==> src/rtl/imm_field_decode_pkg.sv <==
// Shared constants for the immediate-field decoder: opcode values, extension
// selector encoding and the buffered entry layout.
package imm_field_decode_pkg;

  localparam int INSTR_W = 16;
  localparam int SRC_W   = 11;
  localparam int SEL_W   = 3;

  localparam logic [4:0] OP_B      = 5'b00010;
  localparam logic [4:0] OP_BEQZ   = 5'b00100;
  localparam logic [4:0] OP_BNEZ   = 5'b00101;
  localparam logic [4:0] OP_SHIFT  = 5'b00110;
  localparam logic [4:0] OP_ADDIU3 = 5'b01000;
  localparam logic [4:0] OP_ADDIU  = 5'b01001;
  localparam logic [4:0] OP_I8     = 5'b01100;
  localparam logic [4:0] OP_LI     = 5'b01101;
  localparam logic [4:0] OP_CMPI   = 5'b01110;
  localparam logic [4:0] OP_LW_SP  = 5'b10010;
  localparam logic [4:0] OP_LW     = 5'b10011;
  localparam logic [4:0] OP_SW_SP  = 5'b11010;
  localparam logic [4:0] OP_SW     = 5'b11011;

  // Sub-opcodes of the 01100 group that carry an 8-bit immediate
  localparam logic [2:0] I8_BTEQZ = 3'b000;
  localparam logic [2:0] I8_ADDSP = 3'b011;

  typedef enum logic [SEL_W-1:0] {
    IM0    = 3'd0,
    IM3    = 3'd1,
    IM4    = 3'd2,
    IM5    = 3'd3,
    IM8    = 3'd4,
    IM11   = 3'd5,
    IM_TO8 = 3'd6
  } imm_sel_e;

  typedef struct packed {
    logic [INSTR_W-1:0] instr;
    logic [SRC_W-1:0]   src;
    imm_sel_e           sel;
  } entry_t;

endpackage

==> src/rtl/imm_field_decode_sel.sv <==
// Pure combinational decode of a 16-bit instruction into the raw immediate
// field and the extender selector.
module imm_sel_comb
  import imm_field_decode_pkg::*;
(
  input  logic [INSTR_W-1:0] instr_i,
  output logic [SRC_W-1:0]   src_o,
  output imm_sel_e           sel_o
);

  logic [4:0] op;
  assign op = instr_i[15:11];

  always_comb begin
    src_o = '0;
    sel_o = IM0;
    case (op)
      OP_ADDIU, OP_LI, OP_BEQZ, OP_BNEZ, OP_CMPI, OP_LW_SP, OP_SW_SP: begin
        sel_o = IM8;
        src_o = {3'b0, instr_i[7:0]};
      end
      OP_I8: begin
        if (instr_i[10:8] == I8_BTEQZ || instr_i[10:8] == I8_ADDSP) begin
          sel_o = IM8;
          src_o = {3'b0, instr_i[7:0]};
        end
      end
      OP_B: begin
        sel_o = IM11;
        src_o = instr_i[10:0];
      end
      OP_ADDIU3: begin
        sel_o = IM4;
        src_o = {7'b0, instr_i[3:0]};
      end
      OP_LW, OP_SW: begin
        sel_o = IM5;
        src_o = {6'b0, instr_i[4:0]};
      end
      OP_SHIFT: begin
        // A zero shift amount field encodes a shift by 8
        sel_o = (instr_i[4:2] == 3'b000) ? IM_TO8 : IM3;
        src_o = {6'b0, instr_i[4:0]};
      end
      default: begin
        sel_o = IM0;
        src_o = '0;
      end
    endcase
  end

endmodule

==> src/rtl/imm_field_decode.sv <==
// ID-stage immediate decoder: decodes at push time into a 2-entry FIFO with
// registered ready/valid so IF never sees a combinational ready path.
module imm_field_decode
  import imm_field_decode_pkg::*;
(
  input  logic               clk,
  input  logic               rst,
  input  logic               flush,
  input  logic               in_valid,
  output logic               in_ready,
  input  logic [INSTR_W-1:0] in_instr,
  output logic               out_valid,
  input  logic               out_ready,
  output logic [SRC_W-1:0]   out_src,
  output logic [SEL_W-1:0]   out_srcget,
  output logic [INSTR_W-1:0] out_instr
);

  entry_t     mem_q [2];
  logic       wr_ptr_q, rd_ptr_q;
  logic [1:0] count_q, count_d;
  logic       in_ready_q, out_valid_q;
  logic       push, pop;

  logic [SRC_W-1:0] dec_src;
  imm_sel_e         dec_sel;

  imm_sel_comb u_sel (
    .instr_i (in_instr),
    .src_o   (dec_src),
    .sel_o   (dec_sel)
  );

  assign push = in_valid & in_ready_q;
  assign pop  = out_valid_q & out_ready;

  always_comb begin
    count_d = count_q;
    if (flush) begin
      count_d = 2'd0;
    end else begin
      case ({push, pop})
        2'b10:   count_d = count_q + 2'd1;
        2'b01:   count_d = count_q - 2'd1;
        default: count_d = count_q;
      endcase
    end
  end

  always_ff @(posedge clk or posedge rst) begin
    if (rst) begin
      count_q     <= 2'd0;
      wr_ptr_q    <= 1'b0;
      rd_ptr_q    <= 1'b0;
      in_ready_q  <= 1'b1;
      out_valid_q <= 1'b0;
      mem_q[0]    <= '0;
      mem_q[1]    <= '0;
    end else begin
      count_q     <= count_d;
      in_ready_q  <= (count_d != 2'd2);
      out_valid_q <= (count_d != 2'd0);
      if (flush) begin
        wr_ptr_q <= 1'b0;
        rd_ptr_q <= 1'b0;
      end else begin
        if (push) begin
          mem_q[wr_ptr_q] <= '{instr: in_instr, src: dec_src, sel: dec_sel};
          wr_ptr_q        <= ~wr_ptr_q;
        end
        if (pop) rd_ptr_q <= ~rd_ptr_q;
      end
    end
  end

  assign in_ready   = in_ready_q;
  assign out_valid  = out_valid_q;
  assign out_src    = mem_q[rd_ptr_q].src;
  assign out_srcget = mem_q[rd_ptr_q].sel;
  assign out_instr  = mem_q[rd_ptr_q].instr;

endmodule

==> config.mk <==
export PLATFORM = sky130hd
export DESIGN_NAME = imm_field_decode
export DESIGN_NICKNAME = d
export VERILOG_FILES = /design/src/rtl/imm_field_decode_pkg.sv /design/src/rtl/imm_field_decode_sel.sv /design/src/rtl/imm_field_decode.sv
export SDC_FILE = /design/constraint.sdc
export NUM_CORES = 1
export LEC_CHECK = 0
export CAP_MARGIN = 20
export CORE_ASPECT_RATIO = 0.9
export CORE_MARGIN = 3
export CORE_UTILIZATION = 28
export CTS_CLUSTER_DIAMETER = 200
export CTS_CLUSTER_SIZE = 28
export DETAILED_ROUTE_END_ITERATION = 10
export GPL_TIMING_DRIVEN = 0
export HOLD_SLACK_MARGIN = 0.03
export SETUP_SLACK_MARGIN = 0.4
export SLEW_MARGIN = 20
export SYNTH_ARGS = -nofsm -noshare
export SYNTH_HDL_FRONTEND = slang
export SYNTH_HIERARCHICAL = 1
export SYNTH_SLANG_ARGS = --single-unit
==> constraint.sdc <==
create_clock -name clk -period 1.89 [get_ports clk]
set_input_delay 0.378 -clock clk [delete_from_list [all_inputs] [get_ports clk]]
set_output_delay 0.378 -clock clk [all_outputs]
set_load 0.05 [all_outputs]
==> results.toml <==
[synth]
synth-main-ff-cell = "dfrtp_1"
mappedNetlistArea_um2 = 3250
avgSynthCellArea_um2 = 13.8
yosys_warnings = 6
syn_nets = 257
synth-async-reset-ratio = 1.00
netlist_instances = 235
synth.yosys.seq_area_share = 0.508
synth-edff-count = 0
synth_seq_cells = 66
ys_types = 46

[worst_setup_path]
reg2reg_depth = 6
cp_slowest_cell = "dfrtp_2"
cp-end-kind = "output pin"
worst_path_most_repeated_cell = "buf_6"
required_ns = 1.51
path_class = "flip-flop to output pin"
crit_path_start_kind = "flip-flop"
cp_max_fo = 5
cp.arrival_ns = 1.55
cp_cell_sequence = "buf_6 > buf_16 > mux2_2 > buf_6"
slowest_delay_ns = 0.45

[global_route]
track_usage = 0.149
antenna_found_initial = 0
overflow = 0
grt_max_degree = 35
grt_pass1_wl_um = 14600
grt_pass1_vias = 2580

[cells_and_area]
layout.nets = 356
layout_commonest_cell = "mux2_4"
antenna_cells = 0
layout_common_cells = "mux2_4 (78), dfrtp_1 (63), buf_8 (27)"
n_fill_cell = 988
instances_no_fill = 490
syn2layout_area_growth_pct = 66.6
drive_above_1_share = 0.651
final_util = 0.489

[clock_tree]
cts.sinks = 66
clockRootBuffer = "clkbuf_16"
numCtsBuffers = 9
clk_latency_ns = 0.33
h-tree-depth = 3
cts_hold_buf = 0
clk_pin_slew_ns = 0.05
cts_tree = "built"
ctsLongestPathBuffers = 2

[sta]
finalCriticalPeriod_ns = 1.93
worst_pin_slew_ns = 0.466
setup_violations = 21
worst_slack_ns = -0.0397
fmax_ghz = 0.518
clock_skew_ns = 0.00467
hold_viol = 0
holdWs_ns = 0.301
slew_viol_final = 0
rsz0062_at_grt = "yes"
fin_setup_tns_ns = -0.472
slew-limit-headroom = 0.690
period_share = 1.02

[die]
die_h_um = 108
die_area_um2 = 12900
pin_count = 53
rows = 36
initial_core_util = 0.293
die_w_um = 120
core_area_um2 = 11100

[worst_hold_path]
hold_class = "primary input to flip-flop"
min_delay_path_depth = 2

[placed_design]
gp_congestion = 0.773
dpl_worst_slack_ns = -0.513
dp_cells = 441
io_buffers = 52
dpl.hpwl_um = 5060

[drt]
wl_um = 9020
drtIter0Drc = 89
dr.pass1.iters = 4
drtAntennaViolNets = 0
remaining_drc_errors = 0
vias = 2303
vias_per_cell = 4.70
avgRoutedWirePerCell_um = 18.4

[flow_run]
maxCapViolCount = 0

[pwr]
total_leakage_power_nw = 2.52
power_density_nw_per_um2 = 1230
ir_drop_mv = 0.713

[run_status]
status = "finished, violations left"
violations = "negative setup slack"
==> area by class of cell <==
| class | instances | area (µm²) | area share |
|---|---|---|---|
| Tap cell | 152 | 190 | 0.0351 |
| Timing Repair Buffer | 88 | 1110 | 0.205 |
| Clock buffer | 13 | 270 | 0.0499 |
| Multi-Input combinational cell | 152 | 1930 | 0.357 |
| Buffer | 13 | 199 | 0.0367 |
| Sequential cell | 66 | 1660 | 0.306 |
| Inverter | 4 | 18.8 | 0.00347 |
| Clock inverter | 2 | 35.0 | 0.00647 |
==> where the power goes <==
group          switching (mW)  internal [mW]  leakage (nW)  total (mW)
registers               0.247           1.82         0.827        2.07
logic                    1.35           1.57          1.55        2.92
clock network           0.577           1.12         0.152        1.70
==> synth_stat cells (2+ instances only) <==
cell	n	area (µm²)
a21boi_1	4	30.0
mux2_1	5	56.3
nor2b_1	3	18.8
dfrtp_1	65	1630
mux2_4	2	30.0
mux2_2	84	946
buf_6	7	78.8
nand2_1	2	7.51
buf_2	6	30.0
nor3_1	2	10.0
a22oi_1	2	15.0
xnor2_1	4	35.0
nand3_1	2	10.0
nor2_1	5	18.8
inv_1	4	15.0
and2_1	8	50.1
==> kinds of logic after synthesis <==
kind of cell / share of synthesized area
compound gates: 0.0466
simple gates: 0.0689
xor+xnor: 0.0135
fa+ha+maj: 0.00693
flops: 0.508
mux: 0.318
buf+inv: 0.0381
==> routing by layer <==
layer / up-vias / track usage / share of wire
li1: 1049 / - / -
met1: 1181 / 0.206 / 0.46
met2: 62 / 0.231 / 0.48
met3: 11 / 0.0465 / 0.049
met4: 0 / 0.0343 / 0.012
met5: - / 0 / 0
==> state kept, by name (all words and copies together) (netlist names) <==
name,count
count_q,2
in_ready,1
mem_q,60
wr_ptr_q,1
rd_ptr_q,1
out_valid,1
==> per-stage QoR <==
step	area, µm²	total power [mW]
2_1_floorplan	3330	3.56
3_3_place_gp	4040	4.10
3_5_place_dp	4080	4.15
4_1_cts	5260	6.54
5_1_grt	5420	6.98
6_report	5420	6.68
==> timing repair <==
| action | CTS | global route |
|---|---|---|
| pin swaps | 10 | 4 |
| buffers inserted | 21 | 5 |
| resized for setup | 375 | 27 |
| cloned | 8 | 0 |
| setup endpoints to repair | 95 | 95 |
==> critical path: cells and delay by family (launching register included) <==
family | cells | cell delay (ns)
buffers and inverters | 3 | 0.42
multiplexers | 1 | 0.35
flip-flops | 1 | 0.45
==> path summary, 6_finish.rpt <==
path	from	to	slack [ns]
setup / recovery	rd_ptr_q	out_srcget[1]	-0.04
hold / removal	in_instr[14]	mem_q[28]	0.30
setup reg to reg	in_ready	mem_q[11]	0.14
hold reg to reg	mem_q[25]	mem_q[25]	0.51
max in group asynchronous	rst	mem_q[33]	1.02
min in group asynchronous	rst	mem_q[27]	0.44
No activity file was read; power rests on OpenSTA's default activity.
